## config.mk

```make
export PLATFORM = sky130hd
export DESIGN_NAME = phys_reg_free_list
export DESIGN_NICKNAME = d
export VERILOG_FILES = /design/src/rtl/rv32i_types.sv /design/src/rtl/phys_reg_free_list.sv
export SDC_FILE = /design/constraint.sdc
export NUM_CORES = 1
export LEC_CHECK = 0
export CAP_MARGIN = 20
export CORE_UTILIZATION = 30
export DETAILED_ROUTE_END_ITERATION = 10
export SLEW_MARGIN = 20
export SYNTH_ARGS = -nofsm -noshare
export SYNTH_HDL_FRONTEND = slang
export SYNTH_SLANG_ARGS = --single-unit
```

## constraint.sdc

```tcl
create_clock -name clk -period 20.2 [get_ports clk]
set_input_delay 5.05 -clock clk [delete_from_list [all_inputs] [get_ports clk]]
set_output_delay 5.05 -clock clk [all_outputs]
set_load 0.005 [all_outputs]
```

## src/rtl/rv32i_types.sv

```systemverilog
// Shared rename/commit types: physical and architectural register index widths.
// 64 physical registers back 32 architectural registers.
package rv32i_types;
    localparam int PHYS_REG_IDX = 5;
    localparam int ARCH_REG_IDX = 4;

    typedef logic [PHYS_REG_IDX:0] phys_reg_t;
endpackage

```

## src/rtl/phys_reg_free_list.sv

```systemverilog
// Circular free list of physical register indices; rename pops pd, commit pushes up to two old pds.
// Latency: alloc_pd is combinational from head; releases become allocatable the cycle after the write.
// Backpressure: alloc_ready low when empty or flushing; releases that would overfill are dropped and flagged.
module phys_reg_free_list
    import rv32i_types::*;
#(
    parameter int FL_PHYS_REG_IDX = PHYS_REG_IDX,
    parameter int FL_ARCH_REG_IDX = ARCH_REG_IDX,
    parameter int FL_DEPTH        = (1 << (FL_PHYS_REG_IDX + 1)) - (1 << (FL_ARCH_REG_IDX + 1))
) (
    input  logic                          clk,
    input  logic                          rst,
    input  logic                          alloc_req,
    output logic                          alloc_ready,
    output logic [FL_PHYS_REG_IDX:0]      alloc_pd,
    input  logic                          free_valid_0,
    input  logic [FL_PHYS_REG_IDX:0]      free_pd_0,
    input  logic                          free_valid_1,
    input  logic [FL_PHYS_REG_IDX:0]      free_pd_1,
    input  logic                          branch_mispredict,
    output logic [$clog2(FL_DEPTH):0]     free_count,
    output logic                          overflow_err
);
    localparam int IDX_W    = $clog2(FL_DEPTH);
    localparam int PTR_W    = IDX_W + 1;
    localparam int PD_W     = FL_PHYS_REG_IDX + 1;
    localparam int FIRST_PD = 1 << (FL_ARCH_REG_IDX + 1);

    logic [PD_W-1:0]  entries [FL_DEPTH];
    logic [PTR_W-1:0] head;
    logic [PTR_W-1:0] tail;
    logic [PTR_W-1:0] count;
    logic [PTR_W-1:0] count_post;
    logic [PTR_W-1:0] count_mid;
    logic [PTR_W-1:0] tail_next;
    logic [IDX_W-1:0] wr_idx0;
    logic [IDX_W-1:0] wr_idx1;
    logic             grant;
    logic             want0;
    logic             want1;
    logic             accept0;
    logic             accept1;

    assign count       = tail - head;
    assign free_count  = count;
    assign alloc_ready = (count != '0) && !branch_mispredict;
    assign alloc_pd    = entries[head[IDX_W-1:0]];
    assign grant       = alloc_req && alloc_ready;

    // Room is judged on the post-grant count, so alloc plus release at full is legal.
    assign count_post = count - PTR_W'(grant);
    assign want0      = free_valid_0 && (free_pd_0 != '0);
    assign accept0    = want0 && (count_post < PTR_W'(FL_DEPTH));
    assign count_mid  = count_post + PTR_W'(accept0);
    assign want1      = free_valid_1 && (free_pd_1 != '0);
    assign accept1    = want1 && (count_mid < PTR_W'(FL_DEPTH));

    assign tail_next = tail + PTR_W'(accept0) + PTR_W'(accept1);
    assign wr_idx0   = tail[IDX_W-1:0];
    assign wr_idx1   = tail[IDX_W-1:0] + IDX_W'(accept0);

    always_ff @(posedge clk) begin
        if (rst) begin
            for (int i = 0; i < FL_DEPTH; i++) begin
                entries[i] <= PD_W'(FIRST_PD + i);
            end
            head         <= '0;
            tail         <= {1'b1, {IDX_W{1'b0}}};
            overflow_err <= 1'b0;
        end else begin
            if (accept0) begin
                entries[wr_idx0] <= free_pd_0;
            end
            if (accept1) begin
                entries[wr_idx1] <= free_pd_1;
            end
            tail <= tail_next;
            // On flush the newest FL_DEPTH writes are exactly the pds the RRF does not hold.
            if (branch_mispredict) begin
                head <= {~tail_next[PTR_W-1], tail_next[IDX_W-1:0]};
            end else if (grant) begin
                head <= head + PTR_W'(1);
            end
            if ((want0 && !accept0) || (want1 && !accept1)) begin
                overflow_err <= 1'b1;
            end
        end
    end
endmodule

```

=== Yosys cells after proc, flatten, opt, wreduce, memory -nomap -nowiden ===
Memories as Yosys holds them, arrays and structs flattened. A register that Yosys moved wholly into a read port is not among the register bits.
Index checks and enable logic that the tools add are counted.

* Add/subtract/negate cells: 7
* Multipliers: 0
* Div/mod/pow operators: 0
* Magnitude comparators: 2
* Equal/unequal tests: 0
* Shifts and indexed selects: 0
* Mux-type cells: 18
* Bitwise operators: 1
* Reduce and logical (&&, ||, !) cells: 18

{| class="wikitable"
|+ Operators with widths
! operator !! count
|-
| $mux W6 || 4
|-
| $mux W5 || 4
|-
| $add A6 B1 Y6 || 3
|-
| $reduce_bool A6 Y1 || 3
|-
| $lt A6 B6 Y1 const B || 2
|-
| $reduce_or A6 Y1 || 2
|-
| $mux W1 || 10
|-
| $logic_and A1 B1 Y1 || 8
|-
| $add A6 B1 Y6 const B || 1
|-
| $sub A6 B1 Y6 || 1
|-
| $sub A6 B6 Y6 || 1
|-
| $add A5 B1 Y5 || 1
|-
| $logic_not A1 Y1 || 3
|-
| $reduce_bool A2 Y1 || 1
|-
| $logic_or A1 B1 Y1 || 1
|-
| $not A1 Y1 || 1
|}

* Bits in registers: 13
* Bits in latches: 0
* Bits in writable memories: 192
* Bits in read-only memories: 0
* Input bits: 18
* Output and inout port bits: 14
* Logic and storage cells: 50
* Memories kept: 1

{| class="wikitable"
|+ Memories
! memory !! depth !! width !! rd ports !! clocked after memory_dff !! write ports !! line !! RTL
|-
| entries || 32 || 6 || 1 || 1 || 32 || phys_reg_free_list.sv:29 || <nowiki>logic [PD_W-1:0] entries [FL_DEPTH];</nowiki>
|}

=== Depth between registers and ports, before layout ===
* Depth in word-level cells: 15
* Depth in mapped cells: 32
* Depth with buffers taken out: 27

=== Worst setup path before layout ===
No wires, ideal clock.

* Path kind: in2out
* From: input port branch_mispredict
* To: output port alloc_ready
* Arrival time: 5.350 ns
* Data required time: 15.150 ns
* Slack: 9.800 ns
* Stages on the path: 2
* Buffers on the path: 1
* Path through: buf_1 -> a21oi_1

* Word-level cells in the longest chain between the ends: 2

{| class="wikitable"
|+ Ends and longest elaborated chain
! what !! line !! RTL
|-
| from (decl) || phys_reg_free_list.sv:20 || <nowiki>input logic branch_mispredict,</nowiki>
|-
| $logic_not A1 Y1 || phys_reg_free_list.sv:46 || <nowiki>assign alloc_ready = (count != '0) && !branch_mispredict;</nowiki>
|-
| $logic_and A1 B1 Y1 || phys_reg_free_list.sv:46 ||
|-
| to (decl) || phys_reg_free_list.sv:14 || <nowiki>output logic alloc_ready,</nowiki>
|}

Every way passes these cells.

=== Worst setup path after layout ===
Ends and elaborated chain as after synthesis.

==> flow_summary_export.csv <==
group,metric,value,unit
outcome,outcome,"finished, final reports clean",
setup_path,timing.critical_path.max_delay_family,"buffers and inverters",
clock_network,cts_post_setup_buffers_inserted,0,
timing,maxClockFrequency,0.0883,GHz
cells_and_area,finish.utilization,0.337,
power_and_ir_drop,p_sw,0.000623,W
timing,timing.final.crit_period,11.32,ns
power_and_ir_drop,switching_share,0.409,
logic_synthesis,yosys_warnings,0,
hold_path,hold_class,"reg2reg",
setup_path,worst-endpoint-arrival,6.27,ns
cells_and_area,nets,1113,
logic_synthesis,yosys-top-cells-area,"edfxtp_1 43%, mux4_2 10%, mux2_2 6.6%, mux2i_1 6.3%, nand4_1 3.7%",
logic_synthesis,postSynthCellCount,1126,
clock_network,cts_inserted_buffers,24,
setup_path,critical_path.endpoint_type,"output pin",
routing,iteration_0_drc_markers,1780,
setup_path,critPathBufInv,2,
die,start_util,0.305,
global_routing,grt_pass1_vias,9985,
global_routing,wire_length_of_the_first_global_routing_pass,67800,um
routing,wl_per_cell,27.3,um
routing,route.layer.met1.wl,19000,um
cells_and_area,layout.filler_cells,4335,
power_and_ir_drop,cell_leakage_power,4.51,nW
routing,detail_route.first_pass.iterations,5,
clock_network,cts-htree-levels,1,
setup_path,path_common_cell,"clkdlybuf4s50_1",
logic_synthesis,ys_seq_area_frac,0.455,
setup_path,critical_path.slowest_cell,"clkdlybuf4s50_1",
cells_and_area,final_design_area_no_fill,0.0149,mm^2
logic_synthesis,synthDominantAreaCellType,"edfxtp_1",
timing,post-route-worst-setup-slack,8.88,ns
logic_synthesis,synthesis.area_per_instance,12.0,um^2
die,floorplan.rows,77,
cells_and_area,multi_input_area,0.00676,mm^2
timing,rsz0062_at_grt,"no",
die,die_footprint,0.0458,mm^2
timing,timing.max_slew.rel_slack,0.181,
power_and_ir_drop,power_report.internal_total,0.000900,W
logic_synthesis,synthesis.nets,1157,
logic_synthesis,leading_cell_type_by_number_of_instances_after_synthesis,"edfxtp_1",
clock_network,clock_tree_from_tritoncts,"done",
power_and_ir_drop,combinationalPowerShare,0.393,
clock_network,cts_sinks,210,
routing,route.met2.wl,19100,um
placement,io_buffers,31,
cells_and_area,ratio_of_cells_with_drive_above_1_in_the_final_layout,0.215,
die,top_level_ports,32,
logic_synthesis,post_synth_instance_area,0.0135,mm^2
global_routing,grt_antenna_before_repair,0,
setup_path,worst-setup-path-type,"in2out",
timing,fin_setup_tns,0,ns
global_routing,grt_start_max_net_pins,85,
routing,drcViolationCount,0,
logic_synthesis,async_flop_share,0,
die,chip_width,214,um
run,drv_cap,0,
setup_path,cp_cell_sequence,"clkdlybuf4s50_1 -> a21oi_1 -> clkdlybuf4s50_1",
global_routing,grt.overflow.total,0,
routing,detail_route.wirelength,45900,um
cells_and_area,area_delta_synth_final,10.7,%
placement,dp_hpwl,30100,um
die,coreArea,0.0442,mm^2
clock_network,root_buffer,"clkbuf_16",
power_and_ir_drop,cellPowerDensity,102,mW/mm^2
logic_synthesis,yosysUniqueCellTypes,64,
timing,slew_viol_final,0,
routing,antenna_left,0,
global_routing,global_route_usage_over_all_layers,0.197,
clock_network,path_clk_slew,0.06,ns
routing,routed_via_density,6.19,
timing,setup_viol,0,
routing,routed_wire_length_on_met3,5980,um
logic_synthesis,ys_ff_latch,210,
cells_and_area,seq_area,0.00614,mm^2
power_and_ir_drop,power.share.sequential,0.343,
logic_synthesis,top_reg_cell_synth,"edfxtp_1",
logic_synthesis,synth_largest_type_area_fraction,0.428,
routing,highest_layer,"met4",
setup_path,crit_path_max_fanout,8,
timing,finClkSkew,0.0209,ns
routing,detailroute.via_count,10400,
clock_network,worst_skew_pair.late_latency,0.55,ns
logic_synthesis,synth.top_cells.by_count,"192 x edfxtp_1, 85 x mux2i_1, 80 x clkbuf_1, 80 x nand4_1, 79 x mux2_2",
setup_path,startpoint_type,"input port",
setup_path,critPathMaxStageDelay,0.53,ns
placement,gpl.final_weighted_congestion,0.973,
power_and_ir_drop,max-vdd-ir-drop,124,uV
clock_network,cts_repair_resize_count,0,
placement,placedInstanceArea,0.0142,mm^2
timing,tightest_slew,1.22,ns
timing,final_min_period_over_clock_period,0.560,
cells_and_area,antenna_cells_inserted,0,
timing,report.final.hold_viol_count,0,
die,die_y_extent,214,um
clock_network,cts-hold-fix-buffers,0,
setup_path,worstPathRequired,15.15,ns
clock_network,max-clock-path-buffers,3,
logic_synthesis,edff_count_synth,192,
placement,placement.setup.worst_slack,8.90,ns
power_and_ir_drop,clock_power_share,0.265,
[final cells by class]
type                    instances  share of cell area
clock inverters                 4             0.00226
flip-flops and latches        210               0.411
multi-input cells             767               0.453
inverters                      20             0.00503
well taps                     592              0.0496
clock buffers                  34              0.0434
repair buffers                 59              0.0351
[path summary, 6_finish.rpt]
path | start | slack [ns] | endpoint | cells past startpoint
worst max-delay path | branch_mispredict | 8.88 | alloc_ready | 3
worst min-delay path | head[5]$_SDFFE_PP0N_ | 0.58 | head[5]$_SDFFE_PP0N_ | 2
worst max register to register | tail[0]$_SDFF_PP0_ | 12.25 | entries[0][2]$_DFFE_PP_ | 22
worst min register to register | head[5]$_SDFFE_PP0N_ | 0.58 | head[5]$_SDFFE_PP0N_ | 2
[through the flow]
stage                     hold slack, ns  cells  power, W
after floorplan                    0.505   1126  0.000909
after global placement             0.565   1648   0.00110
final                              0.583   1686   0.00152
after CTS                          0.581   1686   0.00151
after global routing               0.597   1686   0.00157
after detailed placement           0.573   1648   0.00111
[power groups by stage]
stage          combinational [W]  sequential [W]  clock (W)
2_1_floorplan           0.000397        0.000512          0
3_3_place_gp            0.000575        0.000529          0
3_5_place_dp            0.000579        0.000530          0
4_1_cts                 0.000580        0.000521   0.000407
5_1_grt                 0.000624        0.000525   0.000418
6_report                0.000598        0.000522   0.000403
[tightest hold or removal path, delay by kind of cell, from the launching register on]
kind | cells | cell delay (ns)
XOR/XNOR | 1 | 0.15
AO/OA/AOI/OAI | 1 | 0.06
flip-flops | 1 | 0.32
[cells in the final DEF, fill, tap and decap left out, types with 11 or more instances in the layout]
cell type	Yosys	final
clkdlybuf4s50_1	0	31
nor4_1	75	74
o211ai_1	16	16
ha_1	11	11
mux2_2	79	79
nor3_1	17	17
mux2i_1	85	85
clkbuf_16	0	24
dfxtp_1	18	14
nand4_1	80	80
nand3_1	63	63
a21oi_1	13	13
nand2_1	45	45
mux2_1	16	16
mux4_2	60	60
or4_1	13	13
nor2_1	52	51
inv_1	18	18
buf_4	2	27
edfxtp_1	192	192
[registers in the layout, indices dropped and copies added, names as in the netlist, named ones only]
name and count:
entries 192, tail 6, head 6, overflow_err 1
[routing by layer]
| layer | vias to the layer above | global-route usage |
|---|---|---|
| met2 | 735 | 0.274 |
| li1 | 4408 | - |
| met3 | 117 | 0.0603 |
| met5 | - | 0 |
| met1 | 5171 | 0.282 |
| met4 | 0 | 0.0748 |
[cell families after synthesis]
kind of cell               Yosys count  share of synthesized area
AOI/OAI and AO/OA                   77                     0.0437
adders and majority gates           13                     0.0132
buffers and inverters              149                     0.0470
xor gates and xnor gates            18                     0.0128
and+or+nand+nor                    413                      0.179
muxes                              246                      0.249
DFF                                210                      0.455
Note: power is estimated with default switching activity, not from simulation.
